===== src/rtl/proc_ctrl_pkg.sv =====
// Shared types and constants for the multi-cycle accumulator control unit.
// These cover the FSM states, the instruction classes, the modes, the opcodes and the ALU codes.
package proc_ctrl_pkg;

  typedef enum logic [1:0] {S_IDLE, S_T1, S_T2, S_T3} state_t;

  typedef enum logic [2:0] {C_LD, C_CP, C_UNARY, C_BINARY, C_IMM, C_ILLEGAL} instr_class_t;

  localparam int unsigned OP_W   = 4;
  localparam int unsigned MODE_W = 2;

  localparam logic [MODE_W-1:0] MODE_REG  = 2'b00;
  localparam logic [MODE_W-1:0] MODE_ADDI = 2'b01;
  localparam logic [MODE_W-1:0] MODE_ILL  = 2'b10;
  localparam logic [MODE_W-1:0] MODE_SUBI = 2'b11;

  localparam logic [OP_W-1:0] OP_LD  = 4'b0000;
  localparam logic [OP_W-1:0] OP_CP  = 4'b0001;
  localparam logic [OP_W-1:0] OP_ADD = 4'b0010;
  localparam logic [OP_W-1:0] OP_SUB = 4'b0011;
  localparam logic [OP_W-1:0] OP_INV = 4'b0100;
  localparam logic [OP_W-1:0] OP_FLP = 4'b0101;
  localparam logic [OP_W-1:0] OP_AND = 4'b0110;
  localparam logic [OP_W-1:0] OP_OR  = 4'b0111;
  localparam logic [OP_W-1:0] OP_XOR = 4'b1000;
  localparam logic [OP_W-1:0] OP_LSL = 4'b1001;
  localparam logic [OP_W-1:0] OP_LSR = 4'b1010;
  localparam logic [OP_W-1:0] OP_ASR = 4'b1011;

  localparam logic [OP_W-1:0] ALU_ADD = OP_ADD;
  localparam logic [OP_W-1:0] ALU_SUB = OP_SUB;

endpackage


===== src/rtl/proc_ctrl_decode.sv =====
// Combinational instruction decoder: IR -> class, register fields, ALU code, zero-extended immediate.
module proc_ctrl_decode
  import proc_ctrl_pkg::*;
#(
  parameter int unsigned DATA_W = 10,
  parameter int unsigned RA_W   = 2
) (
  input  logic [DATA_W-1:0] ir,
  output instr_class_t      cls,
  output logic [RA_W-1:0]   rx,
  output logic [RA_W-1:0]   ry,
  output logic [OP_W-1:0]   alu_op,
  output logic [DATA_W-1:0] imm
);

  logic [MODE_W-1:0] mode;
  logic [OP_W-1:0]   op;

  assign mode = ir[MODE_W-1:0];
  assign op   = ir[OP_W+1:2];
  assign rx   = ir[DATA_W-1 -: RA_W];
  assign ry   = ir[DATA_W-1-RA_W -: RA_W];

  // The immediate field overlaps Ry and op; it is only meaningful in the add/sub-immediate modes
  always_comb begin
    cls    = C_ILLEGAL;
    alu_op = op;
    imm    = '0;
    unique case (mode)
      MODE_REG: begin
        case (op)
          OP_LD:                   cls = C_LD;
          OP_CP:                   cls = C_CP;
          OP_INV, OP_FLP:          cls = C_UNARY;
          OP_ADD, OP_SUB, OP_AND, OP_OR,
          OP_XOR, OP_LSL, OP_LSR, OP_ASR: cls = C_BINARY;
          default:                 cls = C_ILLEGAL;
        endcase
      end
      MODE_ADDI: begin
        cls    = C_IMM;
        alu_op = ALU_ADD;
        imm    = DATA_W'(ir[DATA_W-1-RA_W:2]);
      end
      MODE_SUBI: begin
        cls    = C_IMM;
        alu_op = ALU_SUB;
        imm    = DATA_W'(ir[DATA_W-1-RA_W:2]);
      end
      MODE_ILL: cls = C_ILLEGAL;
      default:  cls = C_ILLEGAL;
    endcase
  end

endmodule


===== src/rtl/proc_control_fsm.sv =====
// Multi-cycle control unit: latches an instruction and sequences T1..T3 datapath enables.
// Define PROC_CTRL_PERF_CNT_EN to build the retired-instruction counter.
module proc_control_fsm
  import proc_ctrl_pkg::*;
#(
  parameter int unsigned DATA_W = 10,
  parameter int unsigned RA_W   = 2,
  parameter int unsigned CNT_W  = 16
) (
  input  logic              clk,
  input  logic              reset_n,
  input  logic              run,
  input  logic [DATA_W-1:0] instr,
  output logic              ir_in,
  output logic [RA_W-1:0]   rin,
  output logic [RA_W-1:0]   rout,
  output logic              enw,
  output logic              enr,
  output logic              ain,
  output logic              gin,
  output logic              gout,
  output logic              ext,
  output logic              imm_oe,
  output logic [DATA_W-1:0] imm,
  output logic [3:0]        alu_op,
  output logic              busy,
  output logic              done,
  output logic              err,
  output logic [CNT_W-1:0]  instr_cnt
);

  state_t            state, state_nxt;
  logic [DATA_W-1:0] ir;
  instr_class_t      cls;
  logic [RA_W-1:0]   rx, ry;
  logic [OP_W-1:0]   d_alu_op;
  logic [DATA_W-1:0] d_imm;

  proc_ctrl_decode #(.DATA_W(DATA_W), .RA_W(RA_W)) u_decode (
    .ir     (ir),
    .cls    (cls),
    .rx     (rx),
    .ry     (ry),
    .alu_op (d_alu_op),
    .imm    (d_imm)
  );

  always_ff @(posedge clk) begin
    if (!reset_n) begin
      state <= S_IDLE;
      ir    <= '0;
    end else begin
      state <= state_nxt;
      if (state == S_IDLE && run) ir <= instr;
    end
  end

  // Outputs are decoded from state+IR and held at zero whenever reset is asserted
  always_comb begin
    state_nxt = state;
    ir_in     = 1'b0;
    rin       = '0;
    rout      = '0;
    enw       = 1'b0;
    enr       = 1'b0;
    ain       = 1'b0;
    gin       = 1'b0;
    gout      = 1'b0;
    ext       = 1'b0;
    imm_oe    = 1'b0;
    imm       = '0;
    alu_op    = '0;
    busy      = 1'b0;
    done      = 1'b0;
    err       = 1'b0;
    if (reset_n) begin
      busy = (state != S_IDLE);
      imm  = d_imm;
      unique case (state)
        S_IDLE: begin
          ir_in = 1'b1;
          if (run) state_nxt = S_T1;
        end
        S_T1: begin
          state_nxt = S_T2;
          case (cls)
            C_LD: begin
              ext = 1'b1; enw = 1'b1; rin = rx; done = 1'b1;
              state_nxt = S_IDLE;
            end
            C_CP: begin
              enr = 1'b1; rout = ry; enw = 1'b1; rin = rx; done = 1'b1;
              state_nxt = S_IDLE;
            end
            C_UNARY: begin
              enr = 1'b1; rout = ry; gin = 1'b1; alu_op = d_alu_op;
            end
            C_BINARY, C_IMM: begin
              enr = 1'b1; rout = rx; ain = 1'b1;
            end
            default: begin
              err = 1'b1;
              state_nxt = S_IDLE;
            end
          endcase
        end
        S_T2: begin
          if (cls == C_UNARY) begin
            gout = 1'b1; enw = 1'b1; rin = rx; done = 1'b1;
            state_nxt = S_IDLE;
          end else begin
            gin    = 1'b1;
            alu_op = d_alu_op;
            if (cls == C_IMM) begin
              imm_oe = 1'b1;
            end else begin
              enr  = 1'b1;
              rout = ry;
            end
            state_nxt = S_T3;
          end
        end
        S_T3: begin
          gout = 1'b1; enw = 1'b1; rin = rx; done = 1'b1;
          state_nxt = S_IDLE;
        end
        default: state_nxt = S_IDLE;
      endcase
    end
  end

`ifdef PROC_CTRL_PERF_CNT_EN
  logic [CNT_W-1:0] cnt_q;

  always_ff @(posedge clk) begin
    if (!reset_n)  cnt_q <= '0;
    else if (done) cnt_q <= cnt_q + CNT_W'(1);
  end

  assign instr_cnt = reset_n ? cnt_q : '0;
`else
  assign instr_cnt = '0;
`endif

endmodule


===== config.mk =====
export PLATFORM = sky130hd
export DESIGN_NAME = proc_control_fsm
export DESIGN_NICKNAME = d
export VERILOG_FILES = /design/src/rtl/proc_ctrl_pkg.sv /design/src/rtl/proc_ctrl_decode.sv /design/src/rtl/proc_control_fsm.sv
export SDC_FILE = /design/constraint.sdc
export NUM_CORES = 1
export LEC_CHECK = 0
export ABC_AREA = 1
export BUFFER_PORTS_ARGS = -buffer_cell sky130_fd_sc_hd__buf_4
export CORE_ASPECT_RATIO = 0.7
export CORE_MARGIN = 2
export CORE_UTILIZATION = 40
export CTS_BUF_LIST = sky130_fd_sc_hd__clkbuf_4
export DETAILED_ROUTE_END_ITERATION = 16
export PLACE_DENSITY = 0.72
export SETUP_SLACK_MARGIN = 0.1
export SYNTH_ARGS = -nofsm -noshare
export SYNTH_HDL_FRONTEND = slang
export SYNTH_SLANG_ARGS = --single-unit

===== constraint.sdc =====
create_clock -name clk -period 2 [get_ports clk]
set_input_delay 0.1 -clock clk [delete_from_list [all_inputs] [get_ports clk]]
set_output_delay 0.1 -clock clk [all_outputs]
set_load 0.03 [all_outputs]

; ---- Yosys cells after proc, flatten, opt, wreduce, memory -nomap -nowiden
; Memories as Yosys holds them, arrays and structs flattened. A register that Yosys moved wholly into a read port is not among the register bits.
; Cells that the tools add are included.
[totals]
n_memories = 1
rom_bits = 48
elab_cells = 79
ff_bits = 12
in_bits = 13
output_inout_bits = 45
[op_classes]
eq_ne = 11
mux = 53
n_reduce_logical = 12
[mem_list]
columns = memory, words, word_bits, read_ports, rd_ports_with_merged_regs, wr, line_no
row1 = (name not given), 16, 3, 1, 1, 0, proc_ctrl_decode.sv:31  ; case (op)
[op_table]
columns = op, n
row1 = $mux W1, 26
row2 = $mux W4, 5
row3 = $mux W2, 9
row4 = $pmux W4 S2, 2
row5 = $mux W10, 1
row6 = $pmux W3 S3, 1
row7 = $eq A2 B2 Y1 const B, 4
row8 = $pmux W2 S2, 2
row9 = $pmux W2 S4, 1
row10 = $reduce_or A2 Y1, 4
row11 = $eq A3 B2 Y1 const B, 2
row12 = $mux W6, 1
row13 = $pmux W1 S2, 3
row14 = $pmux W2 S3, 1
row15 = $reduce_or A5 Y1, 1
row16 = $eq A2 B1 Y1 const B, 2
row17 = $logic_not A2 Y1, 2
row18 = $reduce_or A4 Y1, 1
row19 = $eq A3 B1 Y1 const B, 1
row20 = $eq A3 B3 Y1 const B, 1
row21 = $logic_not A3 Y1, 1
row22 = $pmux W1 S3, 1
row23 = $reduce_or A3 Y1, 1
row24 = $ne A2 B2 Y1 const B, 1
row25 = 2 further kinds, 2

; ---- Longest topological paths before layout
; Gate-level depths: netlist of run 1.
[depth]
word_depth = 8
mapped_depth = 10
depth_no_buf = 9

; ---- Modules after synthesis
; Synthesis of run 1 repeated with hierarchy kept, for this count alone.
[hier_totals]
cells_unflattened = 200
area_unflattened_um2 = 1153.6
[by_module_without_submodules]
columns = module, area_per_inst_um2, n_inst, cells_each, seq_area_each_um2
row1 = proc_control_fsm, 958.4, 1, 159, 240.2
row2 = proc_ctrl_decode, 195.2, 1, 41, 0.0

; ---- Least setup slack after synthesis of run 1
; Ideal clock, no wire load.
[synth_timing]
path_type = register -> output
from = register state[0]
to = output enw
t_arrival_ns = 1.748
setup_slack_ns = 0.152
path_buffers = 1
path_stages_with_launch = 7
required_time_ns = 1.900
cell_sequence = dfxtp_1 > inv_1 > ha_1 > nor2_1 > nand2_1 > inv_1 > buf_4
[synth_via]
elab_chain_len = 3
word_cells_on_any_way = 5
cone_classes = eq/ne: 3 / mux: 2
[synth_lines]
columns = element, line_no
row1 = from (decl), proc_control_fsm.sv:32  ; state_t state, state_nxt;
row2 = from (signal assigned), proc_control_fsm.sv:53  ; state <= state_nxt;
row3 = $eq A2 B2 Y1 / $eq A2 B1 Y1 (equally long branches), n/a
row4 = $pmux W1 S3 *, n/a
row5 = $mux W1 *, n/a
row6 = to (decl), proc_control_fsm.sv:17  ; output logic enw,
; Mark *: on every way between the ends. The rest lies on a longest branch, timed or not.

; ---- Worst setup path in the final report of run 1
[layout_timing]
from = register ir[0]
to = output rin[1]
[layout_via]
elab_chain_len = 8
word_cells_on_any_way = 14
cone_classes = eq/ne: 5 / mux: 5 / reduce/logical: 4
[layout_lines]
columns = element, line_no
row1 = from (decl), proc_control_fsm.sv:33  ; logic [DATA_W-1:0] ir;
row2 = from (signal assigned), proc_control_fsm.sv:54  ; if (state == S_IDLE && run) ir <= instr;
row3 = $eq A2 B1 Y1 / $eq A2 B2 Y1 (equally long branches), proc_ctrl_decode.sv:29  ; unique case (mode)
row4 = $reduce_or A2 Y1 (no source line), n/a
row5 = $pmux W3 S3 *, proc_ctrl_decode.sv:29
row6 = $eq A3 B1 Y1 / $logic_not A3 Y1 (equally long branches), proc_control_fsm.sv:86  ; case (cls)
row7 = $reduce_or A2 Y1 (no source line), n/a
row8 = $mux W2, proc_control_fsm.sv:86
row9 = $pmux W2 S3 *, proc_control_fsm.sv:79  ; unique case (state)
row10 = $mux W2 *, proc_control_fsm.sv:76  ; if (reset_n) begin
row11 = to (decl), proc_control_fsm.sv:15  ; output logic [RA_W-1:0] rin,
; Marks and branches as above.

==> impl_metrics.env, run 1 <==
export IMPL_outcome="finished, final reports clean"
export IMPL_critPathSlowestCell="dfxtp_4"
export IMPL_synth_edf_count=0
export IMPL_synth_top_area_share_pct=26.29
export IMPL_fin_worst_skew_ns=0.005125
export IMPL_synth_ff_type="dfxtp_1"
export IMPL_finalHoldViolations=0
export IMPL_cp_start_kind="flop"
export IMPL_synth_most_common_cell="nand2_1"
export IMPL_ios=58
export IMPL_setup_slack_ns=0.2297
export IMPL_grt_usage_pct=15.32
export IMPL_fin_tns_setup_ns=0
export IMPL_htree_levels=1
export IMPL_clk_latency_ns=0.29
export IMPL_ir_drop_uv=405.3
export IMPL_grt_max_degree=15
export IMPL_p_per_area_nw_per_um2=739.2
export IMPL_p_leak_nw=0.7499
export IMPL_instances_no_fill=250
export IMPL_layout_drive_gt1_share_pct=29.91
export IMPL_drt_pass1_iter_count=4
export IMPL_p_int_uw=599.4
export IMPL_pwr_share_comb_pct=46.1
export IMPL_clock_sinks=15
export IMPL_period_needed_ns=1.770
export IMPL_syn_inst=173
export IMPL_cts_buffers=3
export IMPL_critPathKind="reg2out"
export IMPL_power_frac_seq_pct=36.2
export IMPL_final_antenna_net_count=0
export IMPL_die_y_microns=48.71
export IMPL_synth_common_cells="33 x nand2_1, 28 x nor2_1, 21 x buf_4"
export IMPL_layout_area_seq_sq_um=305.3
export IMPL_cpMostUsedCell="nand2_1"
export IMPL_yosys_register_bits=15
export IMPL_fin_crit_sh_pct=88.51
export IMPL_via_per_inst=4.448
export IMPL_dpl_cell_area_sq_um=1373
export IMPL_async_flop_share_pct=0
export IMPL_fmax_ghz=0.5649
export IMPL_grt_pass1_wl_microns=3898
export IMPL_io_buffers=37
export IMPL_netSwitchingPower_uw=471.6
export IMPL_clock_power_share_pct=17.7
export IMPL_grt_setup_unrepaired="no"
export IMPL_cp_cell_sequence="inv_6 -> nand2_4 -> nor2_8 -> nand3_4 -> inv_1 -> a21oi_2 -> nand2_1 -> nand2_1 -> nor2_1 -> buf_4"
export IMPL_antenna_found_initial=0
export IMPL_seq_area_frac_synth_pct=26.29
export IMPL_p_sw_share_pct=44.03
export IMPL_fillers=287
export IMPL_yosys_warnings=0
export IMPL_end_kind="output pin"
export IMPL_clk_path_buf_depth=2
export IMPL_cts_tree="yes"
export IMPL_slowest_delay_ns=0.38
export IMPL_dp_cells=242
export IMPL_cp_max_fo=7
export IMPL_syn2layout_area_growth_pct=26.83
export IMPL_die_area_sq_um=3306
export IMPL_min_path_type="in2reg"
export IMPL_synth_area_sq_um=1142
export IMPL_grt_pass1_vias=888
export IMPL_vias=1112
export IMPL_synth_avg_cell_area_sq_um=6.603
export IMPL_required_ns=1.90
export IMPL_start_util_pct=41.35
export IMPL_dp_slack_ns=0.3710
export IMPL_finalNetCount=232
export IMPL_hpwl_microns=2024
export IMPL_slew_viol_final=0
export IMPL_synth_largest_area_cell="dfxtp_1"
export IMPL_whs_ns=0.02328
export IMPL_synth_area_leaders="dfxtp_1 26%, buf_4 14%, nand2_1 11%, nor2_1 9.2%, inv_1 6.6%"
export IMPL_fin_util_pct=52.45
export IMPL_rows=16
export IMPL_core_area_sq_um=2763
export IMPL_die_x_microns=67.88
export IMPL_drv_cap=0
export IMPL_diodes=0
export IMPL_setup_violations=0
export IMPL_arrival_ns=1.67
export IMPL_drc=0
export IMPL_overflow=0
export IMPL_p_total_mw=1.071
export IMPL_drt_iter0_drc=53
export IMPL_synth_cell_types=26
export IMPL_cp_num_buf_inv=3
export IMPL_fin_area_sq_um=1449
export IMPL_multi_input_area_sq_um=665.6
export IMPL_wl_microns=2528
export IMPL_clock_root_buffer="clkbuf_4"
export IMPL_gp_congestion=0.7847
export IMPL_cpLargestDelayFamily="simple AND/OR/NAND/NOR gates"
export IMPL_route_detailed_wl_per_inst_microns=10.11
export IMPL_cts_reportedPaths_clkPinSlew_ns=0.09
-- per-layer routing --
metal,GRT usage (%),wire [microns],vias up
li1,-,-,587
met1,23.96,1255,473
met4,5.000,25,0
met5,0,0,-
met3,3.256,216,4
met2,20.42,1030,48
-- worst reg2reg max path: stages (launching register included) --
cell and delay [ns]:
dfxtp_1 0.34, inv_1 0.11, ha_1 0.22, nand2_1 0.26, o21ai_0 0.30, nor2_1 0.10
nor3_1 0.18, nor2_1 0.06
-- timing repair --
| action | 4_1_cts | 5_1_grt |
|---|---|---|
| cloned | 0 | 0 |
| pin swaps | 0 | 1 |
| gates resized for setup | 1 | 7 |
| hold buffers | 0 | 0 |
| setup buffers | 0 | 4 |
| setup endpoints to repair | 2 | 10 |
-- final timing paths --
path	start	endpoint	slack [ns]	depth (start not counted)
max	ir[0]	rin[1]	0.23	10
min	run	state[1]	0.02	2
max reg2reg	state[0]	flop	0.34	7
min reg2reg	ir[9]	ir[9]	0.50	2
-- cell type report --
type | instances | area share (%)
tap | 36 | 3.109
clock buffer | 4 | 2.073
multi-input combinational | 131 | 45.94
timing repair buffer | 42 | 21.76
inverter | 22 | 6.045
sequential | 15 | 21.07
-- cells in the final DEF, fill, tap and decap left out, drive strengths merged --
cell	Yosys	final
a21oi	13	13
buf	23	42
clkbuf	1	4
conb	1	20
dfxtp	15	15
ha	4	4
inv	22	22
nand2	36	36
nand3	12	12
nand4	2	2
nor2	29	29
nor3	2	2
o211ai	1	1
o21ai	11	11
o31ai	1	1
-- power by group through the flow --
stage	registers, mW	clock network (mW)	logic [mW]
after floorplan	0.381	0	0.392
after global placement	0.393	0	0.459
after detailed placement	0.393	0	0.460
after global routing	0.394	0.208	0.544
final	0.388	0.189	0.494
after CTS	0.387	0.193	0.462
-- logic make-up after synthesis --
group	share of synthesized area, %
other	0.3283
buffers and inverters	22.45
flip-flops	26.29
adder cells (fa/ha/maj)	4.381
AO/OA/AOI/OAI	13.47
AND/OR/NAND/NOR	33.08
Power figures use the tool's default switching activity.
==> inputs of run 2 (changes only) <==
--- a/config.mk
+++ b/config.mk
@@ -6,7 +6,7 @@
 export NUM_CORES = 1
 export LEC_CHECK = 0
 export ABC_AREA = 1
-export BUFFER_PORTS_ARGS = -buffer_cell sky130_fd_sc_hd__buf_4
+export BUFFER_PORTS_ARGS = -buffer_cell sky130_fd_sc_hd__clkbuf_2
 export CORE_ASPECT_RATIO = 0.7
 export CORE_MARGIN = 2
 export CORE_UTILIZATION = 40
==> impl_metrics.env, run 2 (synthesis gave the netlist of run 1 again) <==
export IMPL_outcome="finished, final reports clean"
export IMPL_grt_usage_pct=16.04
export IMPL_layout_area_seq_sq_um=305.3
export IMPL_drc=0
export IMPL_final_antenna_net_count=0
export IMPL_fmax_ghz=0.5555
export IMPL_vias=1129
export IMPL_drt_iter0_drc=60
export IMPL_p_leak_nw=0.7072
export IMPL_cts_buffers=3
export IMPL_overflow=0
export IMPL_ios=58
export IMPL_arrival_ns=1.70
export IMPL_finalHoldViolations=0
export IMPL_cpMostUsedCell="nand2_1"
export IMPL_clock_sinks=15
export IMPL_fillers=304
export IMPL_finalNetCount=228
export IMPL_critPathKind="reg2out"
export IMPL_slew_viol_final=0
export IMPL_grt_max_degree=15
export IMPL_syn2layout_area_growth_pct=17.63
export IMPL_core_area_sq_um=2763
export IMPL_clk_latency_ns=0.29
export IMPL_clk_path_buf_depth=2
export IMPL_ir_drop_uv=412.5
export IMPL_cp_max_fo=7
export IMPL_clock_root_buffer="clkbuf_4"
export IMPL_die_y_microns=48.71
export IMPL_p_per_area_nw_per_um2=771.1
export IMPL_slowest_delay_ns=0.38
export IMPL_multi_input_area_sq_um=670.6
export IMPL_htree_levels=1
export IMPL_critPathSlowestCell="dfxtp_4"
export IMPL_fin_worst_skew_ns=0.003967
export IMPL_dp_slack_ns=0.3426
export IMPL_final_cell_mix="31 x nand2_1, 31 x clkbuf_2, 27 x nor2_1"
export IMPL_drv_cap=0
export IMPL_cp_cell_sequence="inv_6 -> nand2_4 -> nor2_8 -> nand3_4 -> inv_1 -> a21oi_2 -> nand2_1 -> nand2_1 -> nor2_1 -> buf_4"
export IMPL_cts_tree="yes"
export IMPL_fin_crit_sh_pct=90.01
export IMPL_die_x_microns=67.88
export IMPL_antenna_found_initial=0
export IMPL_wl_microns=2506
export IMPL_grt_pass1_wl_microns=4064
export IMPL_min_path_type="in2reg"
export IMPL_die_area_sq_um=3306
export IMPL_rows=16
export IMPL_layout_drive_gt1_share_pct=29.52
export IMPL_grt_setup_unrepaired="yes"
export IMPL_end_kind="output pin"
export IMPL_via_per_inst=4.589
export IMPL_cpLargestDelayFamily="simple AND/OR/NAND/NOR gates"
export IMPL_post_cts_buffers=0
export IMPL_cp_start_kind="flop"
export IMPL_start_util_pct=41.35
export IMPL_diodes=0
export IMPL_io_buffers=37
export IMPL_period_needed_ns=1.800
export IMPL_drt_pass1_iter_count=4
export IMPL_cts_reportedPaths_clkPinSlew_ns=0.09
export IMPL_setup_violations=0
export IMPL_route_detailed_wl_per_inst_microns=10.19
export IMPL_cp_num_buf_inv=3
export IMPL_grt_pass1_vias=912
export IMPL_fin_tns_setup_ns=0
export IMPL_gp_congestion=0.8415
export IMPL_required_ns=1.90
export IMPL_hpwl_microns=2051
export IMPL_setup_slack_ns=0.1998
-- run 2: cell types whose count changed in the layout (fill, tap and decap cells not counted), sizes merged --
cell / before / now
buf: 42 / 4
clkbuf: 4 / 38
-- run 2: path summary, 6_finish.rpt --
kind,start,end,slack [ns],cells after the start
worst max-delay path,ir[0],rin[0],0.20,10
worst min-delay path,run,state[1],0.05,2
worst max register to register,state[0],flop,0.39,7
worst min register to register,ir[9],ir[9],0.50,2
-- run 2: report_power, final --
part / internal, mW / switching [mW] / leakage [nW]
combinational: 0.131 / 0.326 / 0.563
clock: 0.0912 / 0.0993 / 0.0184
sequential: 0.344 / 0.0449 / 0.125
-- run 2: metal layers --
metal | global-route usage, % | wire [microns] | up-vias
met4 | 5.333 | 27 | 0
met3 | 3.488 | 198 | 3
met1 | 24.82 | 1254 | 495
li1 | - | - | 580
met5 | 0 | 0 | -
met2 | 21.57 | 1026 | 51
-- run 2: repair_timing --
| item | 4_1_cts | 5_1_grt |
|---|---|---|
| hold endpoints to repair | 0 | 0 |
| pin swaps | 0 | 1 |
| gates resized for setup | 1 | 22 |
| hold buffers | 0 | 0 |
| endpoints found under the setup margin | 1 | 12 |
-- run 2: layout make-up --
| class | instances | area share (%) |
|---|---|---|
| tap | 36 | 3.352 |
| multi-input combinational | 131 | 49.91 |
| inverter | 22 | 6.518 |
| clock buffer | 4 | 2.235 |
| sequential | 15 | 22.72 |
| timing repair buffer | 38 | 15.27 |
-- run 2: through the flow --
stage | hold WS (ns) | std cells | total power [mW] | utilization, % | instance area, sq um
5_1_grt | 0.07080 | 246 | 1.114 | 48.64 | 1344
4_1_cts | 0.03716 | 246 | 1.025 | 47.51 | 1313
3_5_place_dp | 0.3501 | 242 | 0.8357 | 46.33 | 1280
2_1_floorplan | 0.2013 | 192 | 0.7733 | - | 1214
6_report | 0.05311 | 246 | 1.036 | 48.64 | 1344
3_3_place_gp | 0.3518 | 242 | 0.8323 | 46.33 | 1280
